## src/rtl/db_fe_pkg.sv

```systemverilog
// rtl/db_fe_pkg.sv - shared constants for the DB frontend core
// Register offsets within a channel's 8-word settings window, MUX control
// bit positions, and the per-channel address strides.
package db_fe_pkg;

    localparam logic [2:0] K_RX_OFS_I   = 3'd0;
    localparam logic [2:0] K_RX_OFS_Q   = 3'd1;
    localparam logic [2:0] K_TX_OFS_I   = 3'd2;
    localparam logic [2:0] K_TX_OFS_Q   = 3'd3;
    localparam logic [2:0] K_MUX        = 3'd4;
    localparam logic [2:0] K_APPLY_MODE = 3'd5;
    localparam logic [2:0] K_CLR_SAT    = 3'd6;

    localparam int MUX_RX_SWAP = 0;
    localparam int MUX_RX_NEG  = 1;
    localparam int MUX_TX_SWAP = 2;
    localparam int MUX_RX_REAL = 3;

    localparam int SR_STRIDE = 8;
    localparam int RB_STRIDE = 2;

endpackage

```

## src/rtl/db_fe_chan.sv

```systemverilog
// rtl/db_fe_chan.sv - one TX/RX frontend channel
// Ports: clk/reset; wr_en/wr_k/wr_data decoded settings write; time_sync
// timed-apply pulse; tx_*/rx_* sample strobes, run flags and I/Q data
// (I in upper half); rb_word0 config readback, rb_word1 {tx_sat, rx_sat}.
module db_fe_chan
    import db_fe_pkg::*;
#(
    parameter int WIDTH = 16
) (
    input  logic                 clk,
    input  logic                 reset,
    input  logic                 wr_en,
    input  logic [2:0]           wr_k,
    input  logic [WIDTH-1:0]     wr_data,
    input  logic                 time_sync,
    input  logic                 tx_stb,
    input  logic                 tx_running,
    input  logic [2*WIDTH-1:0]   tx_data_in,
    input  logic                 rx_stb_in,
    input  logic                 rx_running,
    input  logic [2*WIDTH-1:0]   rx_data_in,
    output logic                 tx_stb_out,
    output logic [2*WIDTH-1:0]   tx_data_out,
    output logic                 rx_stb_out,
    output logic [2*WIDTH-1:0]   rx_data_out,
    output logic [63:0]          rb_word0,
    output logic [63:0]          rb_word1
);

    localparam logic [WIDTH-1:0] S_MAX = {1'b0, {(WIDTH-1){1'b1}}};
    localparam logic [WIDTH-1:0] S_MIN = {1'b1, {(WIDTH-1){1'b0}}};

    function automatic logic [WIDTH-1:0] neg_sat(input logic [WIDTH-1:0] x);
        return (x == S_MIN) ? S_MAX : -x;
    endfunction

    // Returns {clip, saturated a+b}.
    function automatic logic [WIDTH:0] add_sat(input logic [WIDTH-1:0] a,
                                               input logic [WIDTH-1:0] b);
        logic [WIDTH:0] s;
        s = {a[WIDTH-1], a} + {b[WIDTH-1], b};
        if (s[WIDTH] != s[WIDTH-1])
            return {1'b1, (s[WIDTH] ? S_MIN : S_MAX)};
        return {1'b0, s[WIDTH-1:0]};
    endfunction

    logic [WIDTH-1:0]   sh_ofs_q [4];
    logic [WIDTH-1:0]   sh_ofs_d [4];
    logic [WIDTH-1:0]   act_ofs_q[4];
    logic [WIDTH-1:0]   act_ofs_d[4];
    logic [3:0]         sh_mux_q, sh_mux_d, act_mux_q, act_mux_d;
    logic               apply_mode_q, apply_mode_d, sync_q, sync_d;
    logic               rx_s1_stb_q, rx_s1_stb_d, tx_s1_stb_q, tx_s1_stb_d;
    logic [2*WIDTH-1:0] rx_s1_q, rx_s1_d, tx_s1_q, tx_s1_d;
    logic               rx_o_stb_q, rx_o_stb_d, tx_o_stb_q, tx_o_stb_d;
    logic [2*WIDTH-1:0] rx_o_q, rx_o_d, tx_o_q, tx_o_d;
    logic [31:0]        rx_sat_q, rx_sat_d, tx_sat_q, tx_sat_d;

    logic [WIDTH-1:0]   rx_q_neg;
    logic [2*WIDTH-1:0] rx_shaped, tx_shaped;
    logic [WIDTH:0]     rx_sum_i, rx_sum_q, tx_sum_i, tx_sum_q;
    logic               rx_clip, tx_clip, clr_sat;

    always_comb begin
        sh_ofs_d     = sh_ofs_q;
        sh_mux_d     = sh_mux_q;
        apply_mode_d = apply_mode_q;
        if (wr_en) begin
            case (wr_k)
                K_RX_OFS_I, K_RX_OFS_Q, K_TX_OFS_I, K_TX_OFS_Q:
                    sh_ofs_d[wr_k[1:0]] = wr_data;
                K_MUX:        sh_mux_d     = wr_data[3:0];
                K_APPLY_MODE: apply_mode_d = wr_data[0];
                default: ;
            endcase
        end
        clr_sat = wr_en && (wr_k == K_CLR_SAT);

        // Copy from the registered shadow one cycle after it lands; a write
        // coinciding with time_sync is therefore already in the shadow.
        sync_d = time_sync;
        if (!apply_mode_q || sync_q) begin
            act_ofs_d = sh_ofs_q;
            act_mux_d = sh_mux_q;
        end else begin
            act_ofs_d = act_ofs_q;
            act_mux_d = act_mux_q;
        end

        // Stage 1: Q is negated before the swap, real mode zeroes the final Q.
        rx_q_neg  = act_mux_q[MUX_RX_NEG] ? neg_sat(rx_data_in[WIDTH-1:0])
                                          : rx_data_in[WIDTH-1:0];
        rx_shaped = act_mux_q[MUX_RX_SWAP] ? {rx_q_neg, rx_data_in[2*WIDTH-1:WIDTH]}
                                           : {rx_data_in[2*WIDTH-1:WIDTH], rx_q_neg};
        if (act_mux_q[MUX_RX_REAL])
            rx_shaped[WIDTH-1:0] = '0;
        tx_shaped = act_mux_q[MUX_TX_SWAP] ? {tx_data_in[WIDTH-1:0], tx_data_in[2*WIDTH-1:WIDTH]}
                                           : tx_data_in;
        rx_s1_stb_d = rx_stb_in;
        rx_s1_d     = rx_stb_in ? rx_shaped : rx_s1_q;
        tx_s1_stb_d = tx_stb;
        tx_s1_d     = tx_stb ? tx_shaped : tx_s1_q;

        // Stage 2: offset add with saturation; clip counts only offset clipping.
        rx_sum_i = add_sat(rx_s1_q[2*WIDTH-1:WIDTH], act_ofs_q[K_RX_OFS_I[1:0]]);
        rx_sum_q = add_sat(rx_s1_q[WIDTH-1:0],       act_ofs_q[K_RX_OFS_Q[1:0]]);
        tx_sum_i = add_sat(tx_s1_q[2*WIDTH-1:WIDTH], act_ofs_q[K_TX_OFS_I[1:0]]);
        tx_sum_q = add_sat(tx_s1_q[WIDTH-1:0],       act_ofs_q[K_TX_OFS_Q[1:0]]);
        rx_o_stb_d = rx_s1_stb_q;
        rx_o_d     = rx_s1_stb_q ? {rx_sum_i[WIDTH-1:0], rx_sum_q[WIDTH-1:0]} : rx_o_q;
        tx_o_stb_d = tx_s1_stb_q;
        tx_o_d     = tx_s1_stb_q ? {tx_sum_i[WIDTH-1:0], tx_sum_q[WIDTH-1:0]} : tx_o_q;
        rx_clip    = rx_s1_stb_q && (rx_sum_i[WIDTH] || rx_sum_q[WIDTH]);
        tx_clip    = tx_s1_stb_q && (tx_sum_i[WIDTH] || tx_sum_q[WIDTH]);

        rx_sat_d = rx_sat_q;
        if (rx_clip && rx_sat_q != '1)
            rx_sat_d = rx_sat_q + 32'd1;
        tx_sat_d = tx_sat_q;
        if (tx_clip && tx_sat_q != '1)
            tx_sat_d = tx_sat_q + 32'd1;
        if (clr_sat) begin
            rx_sat_d = '0;
            tx_sat_d = '0;
        end
    end

    always_ff @(posedge clk) begin
        if (reset) begin
            sh_ofs_q     <= '{default: '0};
            act_ofs_q    <= '{default: '0};
            sh_mux_q     <= '0;
            act_mux_q    <= '0;
            apply_mode_q <= 1'b0;
            sync_q       <= 1'b0;
            rx_s1_stb_q  <= 1'b0;
            tx_s1_stb_q  <= 1'b0;
            rx_s1_q      <= '0;
            tx_s1_q      <= '0;
            rx_o_stb_q   <= 1'b0;
            tx_o_stb_q   <= 1'b0;
            rx_o_q       <= '0;
            tx_o_q       <= '0;
            rx_sat_q     <= '0;
            tx_sat_q     <= '0;
        end else begin
            sh_ofs_q     <= sh_ofs_d;
            act_ofs_q    <= act_ofs_d;
            sh_mux_q     <= sh_mux_d;
            act_mux_q    <= act_mux_d;
            apply_mode_q <= apply_mode_d;
            sync_q       <= sync_d;
            rx_s1_stb_q  <= rx_s1_stb_d;
            tx_s1_stb_q  <= tx_s1_stb_d;
            rx_s1_q      <= rx_s1_d;
            tx_s1_q      <= tx_s1_d;
            rx_o_stb_q   <= rx_o_stb_d;
            tx_o_stb_q   <= tx_o_stb_d;
            rx_o_q       <= rx_o_d;
            tx_o_q       <= tx_o_d;
            rx_sat_q     <= rx_sat_d;
            tx_sat_q     <= tx_sat_d;
        end
    end

    assign rx_stb_out  = rx_o_stb_q && rx_running;
    assign rx_data_out = rx_running ? rx_o_q : '0;
    assign tx_stb_out  = tx_o_stb_q && tx_running;
    assign tx_data_out = tx_running ? tx_o_q : '0;

    // Fields packed from bit 0 upward; anything past bit 63 is dropped.
    assign rb_word0 = 64'({act_ofs_q[3], act_ofs_q[2], act_ofs_q[1], act_ofs_q[0],
                           apply_mode_q, act_mux_q});
    assign rb_word1 = {tx_sat_q, rx_sat_q};

endmodule

```

## src/rtl/db_fe_core_mc.sv

```systemverilog
// rtl/db_fe_core_mc.sv - multi-channel TX/RX frontend correction core
// Ports: clk/reset; set_stb/set_addr/set_data settings writes; rb_addr in,
// rb_stb/rb_data registered readback; time_sync timed apply; per-channel
// tx/rx strobes, run flags and packed I/Q data in and out.
module db_fe_core_mc
    import db_fe_pkg::*;
#(
    parameter int         NUM_CHANS = 2,
    parameter int         WIDTH     = 16,
    parameter logic [7:0] SR_BASE   = 8'd160,
    parameter logic [7:0] RB_BASE   = 8'd16
) (
    input  logic                           clk,
    input  logic                           reset,
    input  logic                           set_stb,
    input  logic [7:0]                     set_addr,
    input  logic [31:0]                    set_data,
    input  logic [7:0]                     rb_addr,
    output logic                           rb_stb,
    output logic [63:0]                    rb_data,
    input  logic                           time_sync,
    input  logic [NUM_CHANS-1:0]           tx_stb,
    input  logic [NUM_CHANS-1:0]           tx_running,
    input  logic [NUM_CHANS-1:0]           rx_stb_in,
    input  logic [NUM_CHANS-1:0]           rx_running,
    input  logic [NUM_CHANS*2*WIDTH-1:0]   tx_data_in,
    input  logic [NUM_CHANS*2*WIDTH-1:0]   rx_data_in,
    output logic [NUM_CHANS-1:0]           tx_stb_out,
    output logic [NUM_CHANS-1:0]           rx_stb_out,
    output logic [NUM_CHANS*2*WIDTH-1:0]   tx_data_out,
    output logic [NUM_CHANS*2*WIDTH-1:0]   rx_data_out
);

    // Offsets wrap modulo 256, so addresses below the base land out of range.
    logic [7:0]           set_off, rb_off;
    logic                 set_hit;
    logic [NUM_CHANS-1:0] chan_wr;
    logic [63:0]          word0[NUM_CHANS];
    logic [63:0]          word1[NUM_CHANS];
    logic                 rb_stb_q, rb_stb_d;
    logic [63:0]          rb_data_q, rb_data_d;
    logic                 unused_set_data;

    assign set_off         = set_addr - SR_BASE;
    assign rb_off          = rb_addr - RB_BASE;
    assign set_hit         = set_stb && (int'(set_off) < SR_STRIDE * NUM_CHANS);
    assign unused_set_data = ^set_data;

    for (genvar c = 0; c < NUM_CHANS; c++) begin : g_chan
        assign chan_wr[c] = set_hit && ((int'(set_off) / SR_STRIDE) == c);

        db_fe_chan #(.WIDTH(WIDTH)) u_chan (
            .clk        (clk),
            .reset      (reset),
            .wr_en      (chan_wr[c]),
            .wr_k       (set_off[2:0]),
            .wr_data    (set_data[WIDTH-1:0]),
            .time_sync  (time_sync),
            .tx_stb     (tx_stb[c]),
            .tx_running (tx_running[c]),
            .tx_data_in (tx_data_in[2*WIDTH*c +: 2*WIDTH]),
            .rx_stb_in  (rx_stb_in[c]),
            .rx_running (rx_running[c]),
            .rx_data_in (rx_data_in[2*WIDTH*c +: 2*WIDTH]),
            .tx_stb_out (tx_stb_out[c]),
            .tx_data_out(tx_data_out[2*WIDTH*c +: 2*WIDTH]),
            .rx_stb_out (rx_stb_out[c]),
            .rx_data_out(rx_data_out[2*WIDTH*c +: 2*WIDTH]),
            .rb_word0   (word0[c]),
            .rb_word1   (word1[c])
        );
    end

    always_comb begin
        rb_stb_d  = 1'b0;
        rb_data_d = '0;
        for (int c = 0; c < NUM_CHANS; c++) begin
            if (int'(rb_off) == RB_STRIDE * c) begin
                rb_stb_d  = 1'b1;
                rb_data_d = word0[c];
            end
            if (int'(rb_off) == RB_STRIDE * c + 1) begin
                rb_stb_d  = 1'b1;
                rb_data_d = word1[c];
            end
        end
    end

    always_ff @(posedge clk) begin
        if (reset) begin
            rb_stb_q  <= 1'b0;
            rb_data_q <= '0;
        end else begin
            rb_stb_q  <= rb_stb_d;
            rb_data_q <= rb_data_d;
        end
    end

    assign rb_stb  = rb_stb_q;
    assign rb_data = rb_data_q;

endmodule

```

## config.mk

```make
export PLATFORM = sky130hd
export DESIGN_NAME = db_fe_core_mc
export DESIGN_NICKNAME = d
export VERILOG_FILES = /design/src/rtl/db_fe_pkg.sv /design/src/rtl/db_fe_chan.sv /design/src/rtl/db_fe_core_mc.sv
export SDC_FILE = /design/constraint.sdc
export NUM_CORES = 2
export LEC_CHECK = 0
export CAP_MARGIN = 20
export CELL_PAD_IN_SITES_DETAIL_PLACEMENT = 1
export CELL_PAD_IN_SITES_GLOBAL_PLACEMENT = 2
export CORE_ASPECT_RATIO = 0.9
export CORE_MARGIN = 8
export CORE_UTILIZATION = 35
export CTS_BUF_LIST = sky130_fd_sc_hd__clkbuf_8 sky130_fd_sc_hd__clkbuf_16
export DETAILED_ROUTE_END_ITERATION = 10
export HOLD_SLACK_MARGIN = 0.08
export PLACE_DENSITY = 0.79
export SETUP_SLACK_MARGIN = 0.5
export SYNTH_ARGS = -nofsm -noshare
export SYNTH_HDL_FRONTEND = slang
export SYNTH_HIERARCHICAL = 1
export SYNTH_SLANG_ARGS = --single-unit
```

## constraint.sdc

```tcl
create_clock -name clk -period 5.4 [get_ports clk]
set_input_delay 0.54 -clock clk [delete_from_list [all_inputs] [get_ports clk]]
set_output_delay 0.54 -clock clk [all_outputs]
set_load 0.1 [all_outputs]
```

==> summary.txt <==
Status
  • Status: completed

Floorplan
  • Die H: 332 um
  • I/O Pins: 385
  • Core area: 109000 um2
  • Die X: between 300 and 400 um
  • Die area: 122000 um2
  • Initial Util: 0.354
  • Row cnt: approximately 120

STA
  • Final Cycle Share: 0.839
  • Fin worst setup slack: 871 ps
  • Setup TNS: 0 ps
  • Max-slew violation count: 0
  • Final setup fails: 0
  • WHS: 227 ps
  • Final critical-path required period: 4530 ps
  • FMAX: around 0.22 GHz
  • Rel. slew slack: 0.214
  • RSZ-0062 raised after global routing: no
  • Final count of hold timing violations: 0
  • Worst-Margin Slew: 1180 ps
  • Clock Skews: 20.1 ps

Cells and area
  • Layout fillers: 12800
  • Share of cells above drive strength 1: 0.0735
  • Layout Utilization: 0.419
  • Area of the multi-input gates: approximately 22000 um2
  • Layout Nets: 5101
  • Layout area overhead: 18.3%
  • Sequential cell area: 14700 um2

Clock tree
  • Cts bufs inserted: 86
  • Worst skew pair latency: 660 ps
  • Root buf cell: clkbuf_16
  • Hold_buf cts: 0
  • H-tree level count: 3
  • Clock Tree Buf Depth: 3
  • Clk sinks: 733
  • Reg clk slew, reported paths: 60 ps
  • CTS tree: done

Routing
  • ANT nets after route: 0
  • Vias/cell: 5.45
  • Via count: 34200
  • Number of remaining DRC errors: 0
  • Detailed Route WL: 141000 um
  • Avg WL per Cell: 22.5 um
  • TritonRoute pass-1 iters: 5
  • DR iter-0 viols: 2239

Power and ir drop
  • Leakage: around 17 nW
  • Design Power: 13.4 mW
  • Power Density: 291 nW/um2
  • Worst-case vdd ir drop: 0.202 mV

Critical path
  • CP Class: register to register
  • FF-to-FF Start: g_chan[0].u_chan/rb_word0[38]$_SDFFE_PP0P_
  • Type of origin of the critical path: register
  • CP Max Fanout: 12
  • Data required, critical path: between 5000 and 6000 ps
  • Buffer and inverter count on the worst path: 1
  • Critical path's largest stage delay: 600 ps
  • R2R Path End: g_chan[0].u_chan/tx_sat_q[23]$_SDFFE_PP0P_
  • Worst-path cell chain: ha_1, a211oi_2, o21ai_0, o211a_1, o41ai_2, mux2i_1, nor2_1, ha_1, inv_1, o2111ai_1, a2111oi_2, nand3_1, xnor2_1, nor2_1
  • Crit-path slowest cell: a2111oi_2
  • R2R cell count: 14
  • R2R Setup Slk: between 800 and 900 ps
  • Worst EP arrival: 5080 ps
  • CP delay by family, top: compound AO/OA/AOI/OAI gates
  • Nature of the critical path endpoint: register

Worst hold path
  • Worst Min Path Start: tx_stb[0]
  • Worst min path class: input pin to register
  • Hold path depth: 2
  • Hold Path End: g_chan[0].u_chan/tx_s1_q[20]$_SDFFE_PP0P_

Yosys
  • Yosys reg bits: between 700 and 800
  • Synthesized area: 38700 um2
  • Synth Instances: roughly 4600
  • Dominant synthesized flop cell: dfxtp_1
  • Avg Cell Area, Syn: 8.37 um2
  • Sequential fraction of the synthesis area: 0.379
  • Post-synth EDFFs: 0
  • Post-Syn Nets: slightly below 5000
  • Cell variety after synth: 99
  • Ys async rst share: 0
  • Synth warn: 6

Run
  • Max-cap violations: 0

GRT
  • Vias in the first global route: 34000
  • GR Layer Usage met2: 0.341
  • First-pass GRT wire length: approximately 210000 um
  • Gr usage total: 0.222
  • Routing usage on met1: 0.319
  • Met3 Use GR: 0.0374
  • Initial antenna violation count: 12
  • Most used routing layer: met2
  • Global route overflow: 0
  • Largest net degree at the start of global routing: 123

Place
  • Final HPWL DP: between 100000 and 150000 um
  • IO Port Bufs: 368
  • Worst slack at placement: 668 ps
  • RePlAce Congestion: between 0.8 and 0.9
==> flip-flops by register name (all words and copies together) (netlist names) <==
name and count:
g_chan.u_chan/tx_s1_q 64, g_chan.u_chan/tx_sat_q 64, g_chan.u_chan/tx_o_stb_q 2, g_chan.u_chan/tx_o_stb_d 2, g_chan.u_chan/tx_o_q 64, g_chan.u_chan/apply_mode_q 2
g_chan.u_chan/rx_o_stb_d 2, g_chan.u_chan/rx_s1_q 64, rb_stb 1, g_chan.u_chan/act_ofs_q 10, rb_data 64, g_chan.u_chan/sync_q 2
g_chan.u_chan/sh_mux_q 8, g_chan.u_chan/rx_sat_q 64, g_chan.u_chan/rx_o_stb_q 2, g_chan.u_chan/rb_word0 118, g_chan.u_chan/sh_ofs_q 128, g_chan.u_chan/rx_o_q 64
g_chan.u_chan/act_mux_q 8
==> synthesized netlist by cell type (all sizes together), types with 10 or more instances <==
master	n	area (um2)
nor2b	34	213
o21a	26	195
o21ai	174	871
a22o	17	149
and4	13	114
a311oi	10	87.6
nand2	743	2790
xnor2	90	788
a21oi	431	2160
dfxtp	733	14700
or2	20	128
a31oi	35	219
and2	151	945
mux2i	97	971
xor2	90	788
a211oi	179	1360
a32oi	10	87.6
buf	171	1180
and3	107	669
nand4	56	357
nor4	23	195
inv	71	267
o31ai	18	140
nor2	407	1530
nor3	55	280
o211ai	30	225
clkbuf	210	791
or3	46	303
or4	12	101
nand3	76	385
o22ai	14	87.6
a21o	34	255
a211o	14	123
o21bai	21	158
nand2b	34	213
ha	152	1900
o41ai	17	198
mux4	64	1440
==> report_power, final <==
group	switching (mW)	internal (mW)
combinational	1.08	0.521
sequential	0.103	5.55
clock	2.46	3.64
total	3.64	9.71
==> metrics by stage <==
step,cells,cell area (um2)
finish,6285,45800
global route,6281,45800
CTS,6276,45700
detailed placement,6122,42800
global placement,6121,42700
floorplan,4625,38700
==> what timing repair did <==
action,CTS,global route
gates resized for setup,0,8
setup endpoints to repair,0,28
buffers inserted,0,2
endpoints found under the hold margin,0,0
==> kinds of logic after synthesis <==
logic type,after synthesis,share of synthesized area
buffers and inverters,455,0.0581
DFF,733,0.379
xor gates and xnor gates,180,0.0407
muxes,166,0.0638
adders and majority gates,160,0.0533
and+or+nand+nor,1806,0.219
AOI/OAI and AO/OA,1125,0.186
==> area by class of cell <==
class	instances	share of cell area
diodes	4	0.000218
clock buffers	107	0.0533
clock inverters	47	0.0115
inverters	74	0.00614
multi-input cells	3437	0.478
flip-flops and latches	733	0.320
well taps	1462	0.0399
repair buffers	421	0.0905
==> placed cells by master (no fill, tap or decap), types with 46 or more instances in the layout <==
cell type,count
nor2_1,405
mux2i_1,97
nand3_1,75
and2_1,151
xnor2_1,90
and3_1,107
mux4_2,64
a21oi_1,428
a211oi_1,174
inv_1,80
dfxtp_1,730
nand4_1,55
nand2_1,743
ha_1,151
clkdlybuf4s50_1,363
clkbuf_16,86
buf_4,46
o21ai_0,161
nor3_1,53
xor2_1,90
==> how the worst max path moves through the flow <==
stage | end | slack [ps] | depth (start not counted) | from
after floorplan | g_chan[1].u_chan/rx_sat_q[26]$_SDFFE_PP0P_ | 1630 | 13 | g_chan[1].u_chan/rb_word0[5]$_SDFFE_PP0P_
after global placement | g_chan[0].u_chan/tx_sat_q[13]$_SDFFE_PP0P_ | 730 | 14 | g_chan[0].u_chan/rb_word0[38]$_SDFFE_PP0P_
after detailed placement | g_chan[0].u_chan/tx_sat_q[17]$_SDFFE_PP0P_ | 670 | 13 | g_chan[0].u_chan/rb_word0[37]$_SDFFE_PP0P_
after CTS | g_chan[0].u_chan/tx_sat_q[17]$_SDFFE_PP0P_ | 640 | 13 | g_chan[0].u_chan/rb_word0[37]$_SDFFE_PP0P_
after global routing | g_chan[0].u_chan/tx_sat_q[23]$_SDFFE_PP0P_ | 560 | 14 | g_chan[0].u_chan/rb_word0[38]$_SDFFE_PP0P_
final | g_chan[0].u_chan/tx_sat_q[23]$_SDFFE_PP0P_ | 870 | 14 | g_chan[0].u_chan/rb_word0[38]$_SDFFE_PP0P_
==> routing by layer <==
metal  wire, um  share of wire
met3       7190          0.051
met2      60900           0.43
met4       3930          0.028
met5         40        0.00028
met1      69300           0.49
Note: power is estimated with default switching activity, not from simulation.
